==> config.mk <==
export PLATFORM = sky130hd
export DESIGN_NAME = regfile_bus_fabric
export DESIGN_NICKNAME = d
export VERILOG_FILES = /design/src/rtl/regfile_bus_fabric.sv
export SDC_FILE = /design/constraint.sdc
export NUM_CORES = 1
export LEC_CHECK = 0
export CORE_UTILIZATION = 49
export CTS_CLUSTER_DIAMETER = 50
export DETAILED_ROUTE_END_ITERATION = 6
export PLACE_DENSITY = 0.82
export REMOVE_ABC_BUFFERS = 1
export SYNTH_ARGS = -nofsm -noshare
export SYNTH_HDL_FRONTEND = slang
export SYNTH_SLANG_ARGS = --single-unit
==> constraint.sdc <==
create_clock -name clk -period 4.4 [get_ports clk]
set_clock_uncertainty 0.05 [all_clocks]
set_input_delay 0.66 -clock clk [delete_from_list [all_inputs] [get_ports clk]]
set_output_delay 0.66 -clock clk [all_outputs]
set_load 0.01 [all_outputs]
==> src/rtl/regfile_bus_fabric.sv <==
// General register file, program counter and two internal buses with a multiplexed address pin port.
// Optional sticky bus-contention flag is built only when REGFILE_CONTENTION_DETECT_EN is defined.
module regfile_bus_fabric #(
    parameter int                 WIDTH    = 8,
    parameter int                 NUM_REGS = 3,
    parameter logic [2*WIDTH-1:0] RESET_PC = '0
) (
    input  logic                      clk,
    input  logic                      rst_n,
    input  logic                      clk_enable,
    input  logic [3*NUM_REGS-1:0]     reg_enable,
    input  logic                      latch_valid,
    input  logic [WIDTH-1:0]          latch_data,
    input  logic                      alu_valid,
    input  logic [WIDTH-1:0]          alu_result,
    input  logic [1:0]                pc_op,
    output logic [WIDTH-1:0]          bus1,
    output logic [WIDTH-1:0]          bus2,
    output logic [NUM_REGS*WIDTH-1:0] reg_out,
    output logic [2*WIDTH-1:0]        pc,
    output logic                      phase,
    output logic [WIDTH-1:0]          addr_pins,
    output logic                      contention
);

    localparam int AW = 2 * WIDTH;

    localparam logic [2:0] CODE_LOAD1  = 3'b100;
    localparam logic [2:0] CODE_LOAD2  = 3'b101;
    localparam logic [2:0] CODE_STORE1 = 3'b110;
    localparam logic [2:0] CODE_STORE2 = 3'b111;

    localparam logic [1:0] PC_HOLD = 2'b00;
    localparam logic [1:0] PC_INC  = 2'b01;
    localparam logic [1:0] PC_LOAD = 2'b10;
    localparam logic [1:0] PC_REL  = 2'b11;

    // No handshake: decode holds reg_enable/pc_op stable across every enabled edge,
    // and the buses are pure combinational functions of those codes and the state.

    logic [WIDTH-1:0] regs [NUM_REGS];
    logic [AW-1:0]    pc_q;
    logic [AW-1:0]    pc_next;
    logic             phase_q;
    logic [WIDTH-1:0] bus1_sel;
    logic [WIDTH-1:0] bus2_sel;

    // Fixed priority: external source first, then the lowest-index storing register.
    always_comb begin
        logic bus1_hit;
        logic bus2_hit;
        bus1_sel = '0;
        bus2_sel = '0;
        bus1_hit = latch_valid;
        bus2_hit = alu_valid;
        if (latch_valid) bus1_sel = latch_data;
        if (alu_valid)   bus2_sel = alu_result;
        for (int i = 0; i < NUM_REGS; i++) begin
            if (!bus1_hit && reg_enable[3*i +: 3] == CODE_STORE1) begin
                bus1_sel = regs[i];
                bus1_hit = 1'b1;
            end
            if (!bus2_hit && reg_enable[3*i +: 3] == CODE_STORE2) begin
                bus2_sel = regs[i];
                bus2_hit = 1'b1;
            end
        end
    end

    always_comb begin
        pc_next = pc_q;
        case (pc_op)
            PC_HOLD: pc_next = pc_q;
            PC_INC:  pc_next = pc_q + {{(AW-1){1'b0}}, 1'b1};
            PC_LOAD: pc_next = {bus2_sel, bus1_sel};
            PC_REL:  pc_next = pc_q + {{WIDTH{bus1_sel[WIDTH-1]}}, bus1_sel};
            default: pc_next = pc_q;
        endcase
    end

    always_ff @(posedge clk) begin
        if (!rst_n) begin
            for (int i = 0; i < NUM_REGS; i++) regs[i] <= '0;
            pc_q    <= RESET_PC;
            phase_q <= 1'b0;
        end else if (clk_enable) begin
            for (int i = 0; i < NUM_REGS; i++) begin
                case (reg_enable[3*i +: 3])
                    CODE_LOAD1: regs[i] <= bus1_sel;
                    CODE_LOAD2: regs[i] <= bus2_sel;
                    default:    ;
                endcase
            end
            pc_q    <= pc_next;
            phase_q <= ~phase_q;
        end
    end

    for (genvar g = 0; g < NUM_REGS; g++) begin : g_reg_out
        assign reg_out[WIDTH*g +: WIDTH] = regs[g];
    end

    assign bus1      = bus1_sel;
    assign bus2      = bus2_sel;
    assign pc        = pc_q;
    assign phase     = phase_q;
    assign addr_pins = phase_q ? pc_q[AW-1:WIDTH] : pc_q[WIDTH-1:0];

`ifdef REGFILE_CONTENTION_DETECT_EN
    logic contention_q;
    logic clash;

    always_comb begin
        int n1;
        int n2;
        n1 = latch_valid ? 1 : 0;
        n2 = alu_valid ? 1 : 0;
        for (int i = 0; i < NUM_REGS; i++) begin
            if (reg_enable[3*i +: 3] == CODE_STORE1) n1 = n1 + 1;
            if (reg_enable[3*i +: 3] == CODE_STORE2) n2 = n2 + 1;
        end
        clash = (n1 > 1) || (n2 > 1);
    end

    always_ff @(posedge clk) begin
        if (!rst_n)                  contention_q <= 1'b0;
        else if (clk_enable && clash) contention_q <= 1'b1;
    end

    assign contention = contention_q;
`else
    assign contention = 1'b0;
`endif

endmodule

==> metrics.md, run 1 <==
| Metric | Value |
|---|---|
| Post-synthesis async set-or-reset flop share | `0%` |
| Final worst slack | `257 ps` |
| Die area | `0.00720 mm²` |
| Reg area | `0.00106 mm²` |
| CTS resizes | `0` |
| Hold crit path type | `reg -> reg` |
| Synthesized area per cell | `8.43 µm²` |
| Diodes inserted | `0` |
| Yosys top cell area share | `21.4%` |
| Routability-driven placement congestion ratio | `0.976` |
| Crit path capture type | `flip-flop` |
| Wire per inst | `20.3 µm` |
| Vias | `3753` |
| WS Path Type | `in -> reg` |
| Fmax | `241 MHz` |
| Post-synthesis register bit count | `41` |
| Flop pwr share | `42.9%` |
| Part of the Yosys area used for sequential elements | `31.5%` |
| Post-synthesis simple-gate area fraction | `25.8%` |
| Hold_ws | `531 ps` |
| Number of cell rows | `29` |
| Fillers | `526` |
| Crit-path max FO | `9` |
| CTS tree | `built` |
| Final Hold Fails | `0` |
| XOR/XNOR share of the synthesized area | `1.30%` |
| WP data arrival | `4330 ps` |
| H-tree Lvls | `2` |
| Post-DP HPWL | `9.07 mm` |
| Global-route wire length before repair | `18.3 mm` |
| Post-synth top area cell | `edfxtp_1` |
| Status | `finished, violations left` |
| Cell-internal power | `0.734 mW` |
| Share of cells above drive strength 1 | `13.8%` |
| Worst-case clock buffer depth | `2` |
| Post-synthesis mux area share | `2.68%` |
| CP Launch Type | `primary input` |
| Count leader, synth | `nor2_1` |
| RSZ-0062 raised after global routing | `false` |
| Cell Chain, Critical Path | `clkdlybuf4s50_1 -> buf_4 -> and4b_1 -> a31o_2 -> a221oi_2 -> nand3_1 -> ha_1 -> fa_1 -> a211oi_1 -> o21a_1 -> nor3_1 -> or3_1 -> a2111o_1 -> a31oi_1` |
| Pre-Repair DR Iteration Count | `7` |
| Peak VDD IR | `145 µV` |
| Tmin final | `4140 ps` |
| Vias in the first global route | `3502` |
| Area Overhead vs Synth | `37.6%` |
| Clk Tree Root Cell | `clkbuf_8` |
| Port bufs | `96` |
| Post-synth top cells | `39 x nor2_1, 29 x nand2_1, 24 x edfxtp_1` |
| Sink Count | `41` |
| 1st-iter DRT viols | `229` |
| Core Region | `0.00649 mm²` |
| Remaining global-route overflow | `0` |
| Nets@finish | `547` |
| Mapped cell area | `0.00336 mm²` |
| TritonCTS buffer count | `5` |
| Required @ worst endpoint | `4580 ps` |
| Sw frac | `33.7%` |
| GRT Overall Usage | `32.5%` |
| Crit share post-route | `94.2%` |
| Buffer and inverter count on the worst path | `2` |
| Total Power | `1.11 mW` |
| Worst path top cell family by delay | `compound AO/OA/AOI/OAI gates` |
| Synth Area in Adders | `3.20%` |
| Worst-Margin Slew | `947 ps` |
| Setup Fix Bufs, Post-CTS | `0` |
| Max cap viols | `0` |
| Final setup viols | `0` |
| Worst-Skew Late Latency | `310 ps` |
| CTS clk-pin slew, worst paths | `90 ps` |
| DR DRC count | `11` |
| Combinational share of power | `33.9%` |
| Final ANT Viol Nets | `0` |
| Antenna violations before repair | `0` |
| Total length of routed wires | `11.9 mm` |
| Synth cell types | `63` |
| Cell count after synthesis | `399` |
| Place WS | `-33.5 ps` |
| Width of the die | `84.9 µm` |
| PD cells | `239 mW/mm²` |
| Slew margin rel. | `36.9%` |
| Pleak | `1.82 nW` |
| Slowest cell on crit path | `clkdlybuf4s50_1` |
| I/O Pins | `98` |
| Primary FF master, synth | `edfxtp_1` |
| CTS Hold Bufs | `0` |
| Post-synth EDFFs | `24` |
| Compound-Gate Fraction of Synth Area | `29.6%` |
| Ys Warns | `0` |
| Max-slew violation count | `0` |
| Sw Pwr | `0.373 mW` |
| Clk network pwr share | `23.2%` |
| Worst stage delay on the critical path | `440 ps` |
| Initial Utilization | `51.8%` |
| Largest family of logic cells by synthesized area | `compound AO/OA/AOI/OAI gates` |
| Die height | `84.9 µm` |
| Multi-input combinational cell area | `0.00211 mm²` |
| Area contributors post-synth | `edfxtp_1 21%, dfxtp_1 10%, a211oi_1 4.9%` |
| Failing checks | `DRC` |
| DR vias/cell | `6.42` |
| Largest net degree at the start of global routing | `26` |
layout by cell type, fill, tap and decap left out, types with 7 or more instances in the layout:
cell	instances
nand3_1	18
mux2_2	8
a21oi_1	16
a211oi_1	22
edfxtp_1	24
and3_1	7
inv_1	18
o22ai_1	7
a31oi_1	7
buf_4	33
a221oi_1	9
clkdlybuf4s50_1	96
and2_1	8
nor3_1	13
ha_1	7
nor2_1	39
nand2_1	29
dfxtp_1	17
o21ai_0	14
path summary, 6_finish.rpt:
kind	slack, ps	endpoint	cells after the start	start
worst max-delay path	260	pc[10]	14	reg_enable[2]
worst min-delay path	530	pc[2]	2	pc[2]
worst max register to register	780	pc[10]	12	regs[0][0]
worst min register to register	530	pc[2]	2	pc[2]
worst min-delay path, delay by kind of cell, from the launching register on:
kind / cells / cell delay [ps]
compound gates: 1 / 140
flops: 1 / 360
simple gates: 1 / 50
metrics by stage:
stage | setup TNS (ps) | utilization (%) | std cells | area [µm²]
floorplan | 0 | - | 371 | 3240
global placement | 0 | 69.9 | 577 | 4540
detailed placement | -33.5 | 69.9 | 577 | 4540
CTS | 0 | 71.3 | 585 | 4630
global route | 0 | 71.3 | 585 | 4630
finish | 0 | 71.3 | 585 | 4630
power by group through the flow:
stage	clock, mW	sequential, mW	combinational, mW
after floorplan	0	0.481	0.161
after global placement	0	0.482	0.365
after detailed placement	0	0.482	0.370
after CTS	0.257	0.473	0.372
after global routing	0.272	0.478	0.399
final	0.256	0.475	0.375
cell type report:
class                           count  share of cell area, %
Clock buffer                        5                   1.49
Sequential cell                    41                   22.9
Clock inverter                      3                  0.378
Timing Repair Buffer              129                   26.1
Multi-Input combinational cell    312                   45.6
Inverter                           18                   1.46
Tap cell                           77                   2.08
kinds of logic (layout without fill, tap and decap cells):
group / after synthesis / in the layout
AND/OR/NAND/NOR: 160 / 160
XOR/XNOR: 5 / 5
AO/OA/AOI/OAI: 130 / 130
other: 1 / 1
flip-flops: 41 / 41
adder cells (fa/ha/maj): 8 / 8
buffers and inverters: 46 / 155
multiplexers: 8 / 8
flip-flops by register name (all words and copies together), names as in the netlist:
| register | flops |
|---|---|
| pc | 16 |
| phase | 1 |
| regs | 24 |
routing by layer:
metal	part of all wire, %	up-vias	global-route usage (%)
met5	0	-	0
met4	1.7	0	11.1
met3	7.7	20	4.77
met2	49	193	57.0
met1	42	1787	41.1
li1	-	1753	-
No activity file was read; power rests on OpenSTA's default activity.
==> inputs of run 2 (changes only) <==
- CTS_BUF_LIST: default -> sky130_fd_sc_hd__clkbuf_8 sky130_fd_sc_hd__clkbuf_16
- PLACE_DENSITY: 0.82 -> default
- PLACE_DENSITY_LB_ADDON: default -> 0.12
==> metrics.md, run 2 (same netlist as run 1, synthesis figures left out) <==
| Metric | Value |
|---|---|
| Core Region | `0.00649 mm² (unchanged)` |
| 1st-iter DRT viols | `301 (was 229)` |
| Max FFs per register | `24 (unchanged)` |
| Grt met3 use | `5.06% (was 4.77%)` |
| Die height | `84.9 µm (unchanged)` |
| Worst hold start | `pc[0] (was pc[2])` |
| DR vias/cell | `6.41 (was 6.42)` |
| Slowest cell on crit path | `clkdlybuf4s50_1 (unchanged)` |
| TritonCTS buffer count | `5 (unchanged)` |
| Tmin final | `4150 ps (was 4140 ps)` |
| Reg with most FFs | `regs (unchanged)` |
| Crit path from | `reg_enable[0] (was reg_enable[2])` |
| Remaining global-route overflow | `0 (unchanged)` |
| GR peak layer | `met2 (unchanged)` |
| Cell-internal power | `0.794 mW (was 0.734 mW)` |
| WS Path Type | `in -> reg (unchanged)` |
| Total Power | `1.16 mW (was 1.11 mW)` |
| Leading cell type in the layout, fill and taps excluded | `clkdlybuf4s50_1 (unchanged)` |
| GRT Overall Usage | `31.9% (was 32.5%)` |
| Diodes inserted | `0 (unchanged)` |
| Worst-case clock buffer depth | `2 (unchanged)` |
| CTS tree | `built (unchanged)` |
| Final Hold Fails | `0 (unchanged)` |
| Hold_ws | `530 ps (was 531 ps)` |
| CTS clk-pin slew, worst paths | `90 ps (about the same)` |
| Met1 Usage GRT | `39.8% (was 41.1%)` |
| Most frequent cells in the layout | `96 x clkdlybuf4s50_1, 39 x nor2_1, 31 x buf_4, 29 x nand2_1, 24 x edfxtp_1 (was 96 x clkdlybuf4s50_1, 39 x nor2_1, 33 x buf_4, 29 x nand2_1, 24 x edfxtp_1)` |
| Final ANT Viol Nets | `0 (unchanged)` |
| Sw frac | `31.5% (was 33.7%)` |
| Width of the die | `84.9 µm (unchanged)` |
| CTS resizes | `0 (unchanged)` |
| R2R setup slack | `790 ps (was 780 ps)` |
| Antenna violations before repair | `0 (unchanged)` |
| Crit path capture type | `flip-flop (unchanged)` |
| TNS Setup | `0 ps (unchanged)` |
| Peak VDD IR | `155 µV (was 145 µV)` |
| Number of cell rows | `29 (unchanged)` |
| Crit share post-route | `94.4% (was 94.2%)` |
| Met2 track demand over resource | `54.9% (was 57.0%)` |
| Pre-Repair DR Iteration Count | `7 (unchanged)` |
| Share of cells above drive strength 1 | `13.4% (was 13.8%)` |
| Worst-Skew Late Latency | `310 ps (about the same)` |
| Final setup viols | `0 (unchanged)` |
| Critical R2R Capture | `pc[10] (unchanged)` |
| Largest net degree at the start of global routing | `26 (unchanged)` |
| Pleak | `1.82 nW (about the same)` |
| H-tree Lvls | `2 (unchanged)` |
| I/O Pins | `98 (unchanged)` |
| Max cap viols | `0 (unchanged)` |
| Fmax | `241 MHz (about the same)` |
| Combinational share of power | `32.0% (was 33.9%)` |
| Wire per inst | `19.1 µm (was 20.3 µm)` |
| Dpl cell area | `0.00453 mm² (was 0.00454 mm²)` |
| Cell Chain, Critical Path | `clkdlybuf4s50_1 -> nand3b_1 -> and4_1 -> a221oi_2 -> nand3_1 -> ha_1 -> fa_1 -> a211oi_1 -> o21a_1 -> nor3_1 -> or3_1 -> a2111o_1 -> a31oi_1 (was clkdlybuf4s50_1 -> buf_4 -> and4b_1 -> a31o_2 -> a221oi_2 -> nand3_1 -> ha_1 -> fa_1 -> a211oi_1 -> o21a_1 -> nor3_1 -> or3_1 -> a2111o_1 -> a31oi_1)` |
| Initial Utilization | `51.8% (unchanged)` |
| WP data arrival | `4330 ps (about the same)` |
| Vias | `3739 (was 3753)` |
| Slew margin rel. | `38.7% (was 36.9%)` |
| Hold crit path type | `reg -> reg (unchanged)` |
| Status | `finished, violations left (unchanged)` |
| Max-slew violation count | `0 (unchanged)` |
| Global-route wire length before repair | `18.0 mm (was 18.3 mm)` |
| Vias in the first global route | `3569 (was 3502)` |
| CP endpoint | `pc[10] (unchanged)` |
| Post-DP HPWL | `8.68 mm (was 9.07 mm)` |
| Port bufs | `96 (unchanged)` |
| Total length of routed wires | `11.1 mm (was 11.9 mm)` |
| Nets@finish | `545 (was 547)` |
| Sw Pwr | `0.365 mW (was 0.373 mW)` |
| Area Overhead vs Synth | `38.0% (was 37.6%)` |
| Clk Tree Root Cell | `clkbuf_8 (unchanged)` |
| DR DRC count | `8 (was 11)` |
| PD cells | `250 mW/mm² (was 239 mW/mm²)` |
| Reg2reg path depth | `12 (unchanged)` |
| Die area | `0.00720 mm² (unchanged)` |
| Crit-path max FO | `7 (was 9)` |
| Worst stage delay on the critical path | `510 ps (was 440 ps)` |
| Failing checks | `DRC (unchanged)` |
| Clk network pwr share | `27.0% (was 23.2%)` |
| CTS Hold Bufs | `0 (unchanged)` |
| CP Launch Type | `primary input (unchanged)` |
| Worst-Margin Slew | `919 ps (was 947 ps)` |
| RSZ-0062 raised after global routing | `false (unchanged)` |
| Final instance area | `0.00464 mm² (was 0.00463 mm²)` |
| Sink Count | `41 (unchanged)` |
| Flop pwr share | `41.0% (was 42.9%)` |
| Setup Fix Bufs, Post-CTS | `0 (unchanged)` |
| Required @ worst endpoint | `4580 ps (about the same)` |
| Crit Reg-Reg Startpoint | `regs[0][0] (unchanged)` |
| Routability-driven placement congestion ratio | `1.00 (was 0.976)` |
==> run 2: how the worst min path moves through the flow <==
stage	to	slack (ps)	cells after the start
final	pc[0]	530	2
after CTS	pc[0]	530	2
after global routing	pc[0]	570	2
after floorplan	pc[0]	500	2
after detailed placement	pc[0]	520	2
after global placement	pc[2]	520	2
==> run 2: cell type report <==
cell class | instances | area, µm²
multi-input combinational | 312 | 2110
clock inverter | 3 | 46.3
inverter | 18 | 67.6
sequential | 41 | 1060
clock buffer | 5 | 68.8
tap | 77 | 96.3
fill | 505 | 1850
timing repair buffer | 127 | 1190
==> run 2: power by group through the flow <==
stage	combinational (mW)	clock [mW]	sequential [mW]
2_1_floorplan	0.161	0	0.481
3_3_place_gp	0.360	0	0.481
3_5_place_dp	0.366	0	0.482
4_1_cts	0.368	0.313	0.473
5_1_grt	0.397	0.331	0.478
6_report	0.371	0.313	0.475
==> run 2: critical path, delay by kind of cell <==
kind | cells | cell delay, ps
AND/OR/NAND/NOR | 5 | 1060
AO/OA/AOI/OAI | 5 | 1450
adder cells (fa/ha/maj) | 2 | 640
buffers and inverters | 1 | 510
==> run 2: metal layers <==
metal | vias to the layer above | share of wire [%]
li1 | 1751 | -
met1 | 1758 | 40
met3 | 26 | 8.4
met2 | 204 | 49
met4 | 0 | 2.8
met5 | - | 0
==> run 2: stage by stage <==
step | setup slack (ps) | cells | util [%]
floorplan | 438 | 371 | -
global placement | 109 | 575 | 69.7
detailed placement | -22.2 | 575 | 69.7
CTS | 286 | 583 | 71.5
global route | 61.5 | 583 | 71.5
finish | 248 | 583 | 71.5
